## config.mk

```make
export PLATFORM = sky130hd
export DESIGN_NAME = load_store_unit
export DESIGN_NICKNAME = d
export VERILOG_FILES = /design/src/rtl/load_store_unit.sv
export SDC_FILE = /design/constraint.sdc
export NUM_CORES = 1
export LEC_CHECK = 0
export CORE_ASPECT_RATIO = 0.6
export CORE_MARGIN = 2
export CORE_UTILIZATION = 40
export CTS_CLUSTER_SIZE = 10
export DETAILED_ROUTE_END_ITERATION = 6
export GPL_TIMING_DRIVEN = 0
export PLACE_DENSITY = 0.8
export SYNTH_ARGS = -nofsm -noshare
export SYNTH_HDL_FRONTEND = slang
export SYNTH_SLANG_ARGS = --single-unit
```

## constraint.sdc

```tcl
create_clock -name clock -period 2.7 [get_ports clock]
set_input_delay 0.81 -clock clock [delete_from_list [all_inputs] [get_ports clock]]
set_output_delay 0.81 -clock clock [all_outputs]
set_load 0.01 [all_outputs]
```

## src/rtl/load_store_unit.sv

```systemverilog
// Load/store unit: byte/halfword/word loads and read-modify-write sub-word stores to a word memory.
// Optional feature macro LSU_MISALIGN_TRAP_EN: misaligned half/word accesses become errors instead of being force-aligned.
module load_store_unit #(
    parameter int DEPTH = 32
) (
    input  logic        clock,
    input  logic        reset,
    input  logic        reqValid,
    output logic        reqReady,
    input  logic        reqWrite,
    input  logic [1:0]  reqSize,
    input  logic        reqUnsigned,
    input  logic [31:0] reqAddress,
    input  logic [31:0] reqWriteData,
    output logic        respValid,
    output logic [31:0] respData,
    output logic        respError,
    output logic [31:0] memAddress,
    output logic [31:0] memWriteData,
    output logic        memWrite,
    output logic        memRead,
    input  logic [31:0] memReadData,
    output logic [2:0]  dbgState
);

    // Handshake: a request transfers on a rising edge where reqValid and reqReady are both high;
    // respValid is a single-cycle pulse with no back-pressure, and respData/respError are valid only with it.

    typedef enum logic [2:0] {IDLE, READ, CAPTURE, WRITE, RESP} state_t;

    localparam logic [31:0] DEPTH_W = 32'(DEPTH);

    state_t      state_q;
    logic        write_q;
    logic [1:0]  size_q;
    logic        unsigned_q;
    logic [1:0]  off_q;
    logic [31:0] wdata_q;
    logic        resp_valid_q;
    logic        resp_error_q;
    logic [31:0] resp_data_q;
    logic [31:0] mem_address_q;
    logic [31:0] mem_wdata_q;
    logic        mem_write_q;
    logic        mem_read_q;

    logic        is_half;
    logic        is_word;
    logic [1:0]  req_off_d;
    logic        req_error_d;

    assign is_half = (reqSize == 2'b01);
    assign is_word = reqSize[1];

    always_comb begin
        req_off_d = reqAddress[1:0];
        if (is_half) begin
            req_off_d[0] = 1'b0;
        end
        if (is_word) begin
            req_off_d = 2'b00;
        end
    end

`ifdef LSU_MISALIGN_TRAP_EN
    assign req_error_d = ({2'b00, reqAddress[31:2]} >= DEPTH_W)
                       || (is_half && reqAddress[0])
                       || (is_word && (reqAddress[1:0] != 2'b00));
`else
    assign req_error_d = ({2'b00, reqAddress[31:2]} >= DEPTH_W);
`endif

    function automatic logic [31:0] lane_mask(input logic [1:0] size, input logic [1:0] off);
        case (size)
            2'b00:   return 32'h0000_00FF << {off, 3'b000};
            2'b01:   return 32'h0000_FFFF << {off[1], 4'b0000};
            default: return 32'hFFFF_FFFF;
        endcase
    endfunction

    function automatic logic [31:0] load_extract(input logic [31:0] word, input logic [1:0] size,
                                                 input logic [1:0] off, input logic uns);
        logic [31:0] sh;
        sh = word >> {off, 3'b000};
        case (size)
            2'b00:   return uns ? {24'h0, sh[7:0]} : {{24{sh[7]}}, sh[7:0]};
            2'b01:   return uns ? {16'h0, sh[15:0]} : {{16{sh[15]}}, sh[15:0]};
            default: return word;
        endcase
    endfunction

    // Captured word keeps every bit outside the addressed lanes.
    function automatic logic [31:0] store_merge(input logic [31:0] word, input logic [31:0] wdata,
                                                input logic [1:0] size, input logic [1:0] off);
        logic [31:0] mask;
        mask = lane_mask(size, off);
        return (word & ~mask) | ((wdata << {off, 3'b000}) & mask);
    endfunction

    always_ff @(posedge clock or negedge reset) begin
        if (!reset) begin
            state_q       <= IDLE;
            write_q       <= 1'b0;
            size_q        <= 2'b00;
            unsigned_q    <= 1'b0;
            off_q         <= 2'b00;
            wdata_q       <= 32'h0;
            resp_valid_q  <= 1'b0;
            resp_error_q  <= 1'b0;
            resp_data_q   <= 32'h0;
            mem_address_q <= 32'h0;
            mem_wdata_q   <= 32'h0;
            mem_write_q   <= 1'b0;
            mem_read_q    <= 1'b0;
        end else begin
            mem_read_q   <= 1'b0;
            mem_write_q  <= 1'b0;
            resp_valid_q <= 1'b0;
            case (state_q)
                IDLE: begin
                    if (reqValid) begin
                        write_q       <= reqWrite;
                        size_q        <= reqSize;
                        unsigned_q    <= reqUnsigned;
                        off_q         <= req_off_d;
                        wdata_q       <= reqWriteData;
                        mem_address_q <= {2'b00, reqAddress[31:2]};
                        if (req_error_d) begin
                            state_q      <= RESP;
                            resp_valid_q <= 1'b1;
                            resp_error_q <= 1'b1;
                        end else if (reqWrite && is_word) begin
                            state_q     <= WRITE;
                            mem_write_q <= 1'b1;
                            mem_wdata_q <= reqWriteData;
                        end else begin
                            state_q    <= READ;
                            mem_read_q <= 1'b1;
                        end
                    end
                end
                READ: begin
                    state_q <= CAPTURE;
                end
                CAPTURE: begin
                    if (write_q) begin
                        state_q     <= WRITE;
                        mem_write_q <= 1'b1;
                        mem_wdata_q <= store_merge(memReadData, wdata_q, size_q, off_q);
                    end else begin
                        state_q      <= RESP;
                        resp_valid_q <= 1'b1;
                        resp_data_q  <= load_extract(memReadData, size_q, off_q, unsigned_q);
                    end
                end
                WRITE: begin
                    state_q      <= RESP;
                    resp_valid_q <= 1'b1;
                end
                RESP: begin
                    state_q      <= IDLE;
                    resp_data_q  <= 32'h0;
                    resp_error_q <= 1'b0;
                end
                default: begin
                    state_q <= IDLE;
                end
            endcase
        end
    end

    assign reqReady     = reset && (state_q == IDLE);
    assign respValid    = resp_valid_q;
    assign respData     = resp_data_q;
    assign respError    = resp_error_q;
    assign memAddress   = mem_address_q;
    assign memWriteData = mem_wdata_q;
    assign memWrite     = mem_write_q;
    assign memRead      = mem_read_q;
    assign dbgState     = state_q;

endmodule

```

Yosys cells after proc, flatten, opt, wreduce, memory -nomap -nowiden
Index checks and enable logic that the tools add are counted.

Register bits: 139. Bits of input ports: 103. Logic and storage cells: 81.

$lt $le $gt $ge: 1. Eq/ne operators: 12. Shift-type cells: 4. Muxes and demuxes: 36. Bitwise logic cells: 4. Reductions and logical operators: 11.

Operator list (count): $mux 32 (9); $pmux 32 s2 (4); $and 32x32->32 (2); $not 32->32 (1); $or 32x32->32 (1); $shl 16x5->32 const A (1); $shl 32x5->32 (1); $shl 8x5->32 const A (1); $shr 32x5->16 (1); $ge 30x6->1 const B (1); $mux 1 (14); $ne 2x2->1 const B (6); $pmux 3 s4 (1); $mux 3 (3); $eq 3x2->1 const B (2); $reduce_bool 2->1 (3); $reduce_and 5->1 (1); $eq 2x1->1 const B (2); $mux 2 (2); $pmux 1 s2 (2); $reduce_and 2->1 (2); $eq 3x1->1 const B (1); $eq 3x3->1 const B (1); $logic_not 3->1 (1); other kinds (4) (5).

Longest topological paths before layout
Gate-level depths: netlist of run 1.

Depth after elaboration: 9. Depth in mapped cells: 8.

Worst setup path after synthesis of run 1
No wires, ideal clock.

Kind: input port to flip-flop. From: in reqAddress[15]. To: reg mem_wdata_q[13], in the netlist memWriteData[13]. Arrival time: 2.095 ns. Required time: 2.573 ns. Path slack: 0.478 ns. Stages on the path: 6. Path buffers: 1. Cell sequence: nor4_1 > nand4_1 > nor2_2 > a32oi_2 > buf_6 > mux2_1.

Cells in the longest elaborated chain, start to end: 3.

Ends and longest elaborated chain: start, declared (RTL line 13) `input logic [31:0] reqAddress,`; $ge 30x6->1 (RTL line 70) `assign req_error_d = ({2'b00, reqAddress[31:2]} >= DEPTH_W);`; $ne 2x2->1 (no source line); $reduce_and 5->1 (no source line); end signal, assigned (RTL line 135) `mem_wdata_q <= reqWriteData;`; end signal, assigned (RTL line 149) `mem_wdata_q <= store_merge(memReadData, wdata_q, size_q, off_q);`; end, declared (RTL line 43) `logic [31:0] mem_wdata_q;`.

Every way passes these cells. A chain may end at the register's enable or synchronous reset.

Worst setup path after layout of run 1
From: in reqAddress[15]. To: reg mem_wdata_q[17], in the netlist memWriteData[17].

The elaborated chain is that of the path after synthesis.

==> impl_metrics.csv, run 1 <==
group,metric,value,unit
floorplanning,core,17200,sq um
logic_synthesis,synth_top_family_by_area,"simple AND/OR/NAND/NOR gates",
global_route,track_usage,28.1,%
cells_and_area,area_growth,44.2,%
cts,clk_pin_slew,0.06,ns
logic_synthesis,muxShareOfSynthArea,12.4,%
critical_path,critPathKind,"primary input to register",
logic_synthesis,synth_cell_types,50,
power,power.total,5.89,mW
cts,clock-sinks,139,
floorplanning,die_y,107,um
cts,clock_latency,0.42,ns
route,dr.pass1.iters,6,
floorplanning,die_w,175,um
sta,skew,0.0125,ns
logic_synthesis,ys_async_sr_fraction,100,%
critical_path,cp.required,2.99,ns
cts,holdBufCountCts,0,
global_route,grt-ovfl-total,0,
cells_and_area,fin_util,59.1,%
logic_synthesis,syn_avg_cell_area,9.30,sq um
critical_path,cp-end-kind,"register",
floorplanning,start_util,41.0,%
route,viasPerCell,5.56,
outcome,status,"completed",
logic_synthesis,yosysWarnings,0,
floorplanning,dieArea,18800,sq um
sta,fin_tns_setup,0,ns
power,ir_worst_vdd,0.401,mV
route,postRouteAntennaNets,0,
cts,htree_num_levels,4,
sta,slew_headroom,47.9,%
logic_synthesis,synth_xor_area_share,0,%
placement,io_buffers,204,
sta,tightest_slew,0.782,ns
critical_path,start_kind,"primary input",
route,drc,0,
cts,cts_root_buf,"clkbuf_16",
critical_path,worstPathMaxFanout,10,
route,drt_iter0_markers,879,
sta,finalMaxSlewViolations,0,
sta,setup_viol,0,
logic_synthesis,netlist_area,7060,sq um
route,wl,26000,um
global_route,first_global_vias,6576,
flow_run,max_cap_violations,0,
logic_synthesis,synthAdderAreaFrac,0,%
placement,placed_cell_area,9420,sq um
logic_synthesis,synth-edff-count,0,
logic_synthesis,netlist_instances,759,
placement,dp_cells,1199,
sta,fmax,380,MHz
global_route,grt_antenna_before_repair,1,
power,power_density,579,nW/um^2
power,p_leak,4.69,nW
cells_and_area,final_cell_area,10200,sq um
sta,fin_ws,0.0712,ns
cells_and_area,nNetsFinal,1091,
route,wire_per_inst,21.0,um
sta,hold_viol_final,0,
floorplanning,io_pins,207,
placement,post-dp-hpwl,19000,um
sta,period_minus_slack,2.63,ns
logic_synthesis,seq_area_frac_synth,49.3,%
placement,place.gp.congestion,0.969,
floorplanning,fp-row-count,37,
cells_and_area,final_cells,1237,
cts,cts_tree,"yes",
logic_synthesis,yosys.area_share.simple,20.1,%
cells_and_area,drive_gt1_share,10.4,%
cells_and_area,regArea,3480,sq um
cells_and_area,fillers,1484,
route,vias,6880,
sta,whs,0.227,ns
critical_path,arrival,2.92,ns
sta,fin_crit_sh,97.4,%
logic_synthesis,synth_ff_type,"dfrtp_1",
cts,cts_buffer_depth,2,
global_route,grt_pass1_wl,39600,um
logic_synthesis,synth_compound_area_share,13.9,%
logic_synthesis,ys_seq_elements,139,
global_route,grt_start_max_net_pins,45,
placement,pre_cts_slack,-0.777,ns
cts,numCtsBuffers,17,
sta,rsz0062_at_grt,"false",
cells_and_area,multi_input_area,3310,sq um
worst_hold_path,hp-class,"primary input to asynchronous set/reset pin",
[where the power goes]
group / internal (mW) / switching [mW]
clock: 1.42 / 0.961
combinational: 0.518 / 0.657
sequential: 2.22 / 0.119
total: 4.16 / 1.74
[layer usage]
metal | vias to the layer above | routed length [um] | global-route usage, %
met5 | - | 0 | 0
met4 | 0 | 310 | 5.73
met3 | 29 | 3290 | 8.72
met2 | 410 | 10600 | 39.0
met1 | 3354 | 11800 | 42.7
li1 | 3087 | - | -
[critical path, cell delays in order]
cell,delay (ns)
clkdlybuf4s50_1,0.44
nor4_2,0.36
nand4_1,0.13
buf_4,0.18
nor2_4,0.19
a32oi_4,0.25
buf_6,0.24
mux2_1,0.31
[what timing repair did]
action	in CTS	in global routing
pin swaps	0	1
setup buffers	0	1
cloned	3	0
setup endpoints to repair	30	29
resized for setup	7	1
[cell usage in the layout (no fill, tap or decap), drive strengths merged, types with 4 or more instances in the layout]
master / count
a22o: 15
clkdlybuf4s50: 202
a31oi: 8
nor4: 6
nand2: 248
nor3: 4
a21oi: 20
mux2: 41
clkbuf: 56
nand3: 10
a221o: 23
buf: 24
a221oi: 17
clkinv: 6
o21ai: 41
mux2i: 39
inv: 5
dfrtp: 139
nand2b: 4
nor2: 55
[cells by family (layout without fill, tap and decap cells)]
kind of cell,after synthesis,in the layout
flops,139,139
buf+inv,61,302
mux,81,81
compound gates,134,134
simple gates,343,343
other cells,1,4
[sequential cells by signal (all words and copies together) (netlist names)]
register and count:
size_q 2, respError 1, write_q 1, memWrite 1, memRead 1, dbgState 3
wdata_q 32, respValid 1, off_q 2, memWriteData 32, respData 32, memAddress 30
unsigned_q 1
[cells in the mapped netlist (2+ instances only)]
master | count | share of area (%)
mux2_1 | 19 | 3.0
nand3_1 | 10 | 0.71
a221o_2 | 10 | 1.6
nor2_1 | 52 | 2.8
nor4_1 | 6 | 0.53
or3_1 | 2 | 0.18
a221oi_1 | 17 | 2.1
nor3_1 | 3 | 0.21
buf_4 | 3 | 0.32
or2_2 | 3 | 0.27
a31oi_1 | 8 | 0.71
inv_1 | 3 | 0.16
and2_1 | 2 | 0.18
nand2_1 | 247 | 13
buf_6 | 6 | 0.96
nand2b_1 | 4 | 0.35
buf_2 | 11 | 0.78
mux2i_1 | 39 | 5.5
a221o_1 | 13 | 1.8
a22o_1 | 15 | 1.9
dfrtp_1 | 139 | 49
nor2b_1 | 3 | 0.27
a21oi_1 | 19 | 1.3
nand3b_1 | 2 | 0.21
mux2_2 | 22 | 3.5
o21ai_0 | 41 | 2.9
clkbuf_1 | 35 | 1.9
a21o_1 | 2 | 0.21
nor2_2 | 2 | 0.18
[layout make-up]
cell class | count | share of cell area, %
clock buffers | 20 | 4.49
multi-input cells | 560 | 32.5
inverters | 4 | 0.148
diodes | 2 | 0.0492
well taps | 234 | 2.88
clock inverters | 12 | 1.38
plain buffers | 57 | 2.80
flip-flops and latches | 139 | 34.2
repair buffers | 209 | 21.5
[final timing paths]
path	startpoint	to	slack (ns)	cells after the start
worst max register to register	dbgState[0]	memWriteData[30]	0.09	8
worst min-delay path	reset	memWriteData[29]	0.23	1
worst max-delay path	reqAddress[15]	memWriteData[17]	0.07	8
min in group clock	memAddress[29]	memAddress[29]	0.47	2
worst min register to register	memAddress[29]	memAddress[29]	0.47	2
max in group asynchronous	reset	memWriteData[6]	1.85	2
(Power assumes the default switching activity.)
==> run 2: changes to the inputs <==
--- a/config.mk
+++ b/config.mk
@@ -11,7 +11,9 @@
 export CTS_CLUSTER_SIZE = 10
 export DETAILED_ROUTE_END_ITERATION = 6
 export GPL_TIMING_DRIVEN = 0
+export HOLD_SLACK_MARGIN = 0.05
 export PLACE_DENSITY = 0.8
+export SLEW_MARGIN = 20
 export SYNTH_ARGS = -nofsm -noshare
 export SYNTH_HDL_FRONTEND = slang
 export SYNTH_SLANG_ARGS = --single-unit
==> impl_metrics.csv, run 2 (synthesized netlist as in run 1, its figures left out) <==
group,metric,value,unit
outcome,status,"completed",
cells_and_area,final_cells,1237,
sta,finalMaxSlewViolations,0,
sta,rsz0062_at_grt,"false",
sta,whs,0.222,ns
critical_path,rr_worst_depth,7,
critical_path,cp_top_family,"buffers and inverters",
route,drc,0,
placement,place.gp.congestion,0.969,
critical_path,timing.critical_path.slowest_stage_cell,"clkbuf_1",
sta,fin_crit_sh,97.1,%
sta,setup_viol,0,
floorplanning,core,17200,sq um
cts,clk_pin_slew,0.06,ns
placement,io_buffers,204,
critical_path,start_kind,"register",
cells_and_area,drive_gt1_share,10.4,%
cts,holdBufCountCts,0,
cts,cts_root_buf,"clkbuf_16",
global_route,grt_start_max_net_pins,45,
sta,fmax,382,MHz
floorplanning,dieArea,18800,sq um
sta,hold_viol_final,0,
floorplanning,die_w,175,um
cells_and_area,multi_input_area,3310,sq um
critical_path,cp.required,3.05,ns
cells_and_area,final_common_cell,"nand2_1",
sta,skew,0.00950,ns
cts,numCtsBuffers,17,
cells_and_area,area_growth,44.5,%
critical_path,regToRegEndpoint,"memWriteData[30]",
route,wl,25600,um
cts,cts_tree,"yes",
route,wire_per_inst,20.7,um
critical_path,cp-end-kind,"register",
placement,post-dp-hpwl,19000,um
global_route,grt_antenna_before_repair,0,
power,p_leak,4.70,nW
route,viasPerCell,5.60,
power,ir_worst_vdd,0.409,mV
critical_path,worstPathMaxFanout,10,
critical_path,cpPeakStageDelay,0.58,ns
critical_path,critPathKind,"register to register",
critical_path,arrival,2.97,ns
critical_path,path_cells,"buf_2 -> and2_1 -> clkbuf_1 -> clkbuf_1 -> nor2_1 -> a31oi_1 -> mux2_2",
route,vias,6925,
cells_and_area,fin_util,59.2,%
cts,clock-sinks,139,
critical_path,r2r_slack,0.08,ns
cells_and_area,nNetsFinal,1091,
cells_and_area,layout_common_cells,"nand2_1 (247), clkdlybuf4s50_1 (202), dfrtp_1 (139), nor2_1 (52), o21ai_0 (41)",
floorplanning,die_y,107,um
sta,period_minus_slack,2.62,ns
placement,placed_cell_area,9430,sq um
sta,slew_headroom,50.9,%
route,dr.pass1.iters,7,
power,power_density,585,nW/um^2
critical_path,critPathMostFrequentCell,"clkbuf_1",
critical_path,worst-path-buf-inv,3,
global_route,first_global_vias,6432,
worst_hold_path,hp-class,"primary input to asynchronous set/reset pin",
cells_and_area,fillers,1461,
global_route,grt_pass1_wl,39200,um
global_route,grt-ovfl-total,0,
cts,cts_buffer_depth,2,
power,power.total,5.97,mW
cts,htree_num_levels,4,
cells_and_area,final_cell_area,10200,sq um
cells_and_area,regArea,3480,sq um
cts,clock_latency,0.42,ns
floorplanning,fp-row-count,37,
global_route,track_usage,27.8,%
floorplanning,io_pins,207,
sta,tightest_slew,0.736,ns
placement,dp_cells,1199,
critical_path,rr_startpoint,"dbgState[1]",
flow_run,max_cap_violations,0,
route,postRouteAntennaNets,0,
floorplanning,start_util,41.0,%
route,drt_iter0_markers,941,
==> run 2: worst max-delay path by stage <==
stage                    from  depth (start not counted)               end
2_1_floorplan  reqAddress[15]                          6  memWriteData[13]
3_3_place_gp            reset                          3          reqReady
3_5_place_dp            reset                          4          reqReady
4_1_cts        reqAddress[15]                          7  memWriteData[17]
5_1_grt           dbgState[1]                          7  memWriteData[30]
6_report          dbgState[1]                          7  memWriteData[30]
==> run 2: final cells by class <==
class | instances | area share (%)
Antenna cell | 2 | 0.0491
Buffer | 57 | 2.80
Clock buffer | 20 | 4.48
Clock inverter | 12 | 1.62
Inverter | 4 | 0.147
Multi-Input combinational cell | 560 | 32.5
Sequential cell | 139 | 34.1
Tap cell | 234 | 2.87
Timing Repair Buffer | 209 | 21.5
==> run 2: where the power goes <==
part           leakage (nW)  total (mW)  switching, mW  internal (mW)
logic                  2.58        1.17          0.652          0.518
clock network         0.293        2.46          0.942           1.51
registers              1.83        2.34          0.120           2.22
total                  4.70        5.97           1.71           4.25
==> run 2: what timing repair did <==
action,CTS,global route
resized for setup,6,1
endpoints found under the hold margin,0,0
setup endpoints to repair,30,29
cloned,3,0
setup buffers,0,1
pin swaps,0,1
==> run 2: per-layer routing <==
layer | vias up | global-route usage, % | wire length [um]
li1 | 3091 | - | -
met1 | 3378 | 43.0 | 11500
met2 | 427 | 37.8 | 10300
met3 | 29 | 9.15 | 3480
met4 | 0 | 4.66 | 292
met5 | - | 0 | 0
==> run 2: metrics by stage <==
stage / TNS [ns] / worst slack [ns]
CTS: 0 / 0.0359
detailed placement: -17.23 / -0.721
global route: 0 / 0.00190
finish: 0 / 0.0794
global placement: -680.27 / -5.17
floorplan: 0 / 0.478
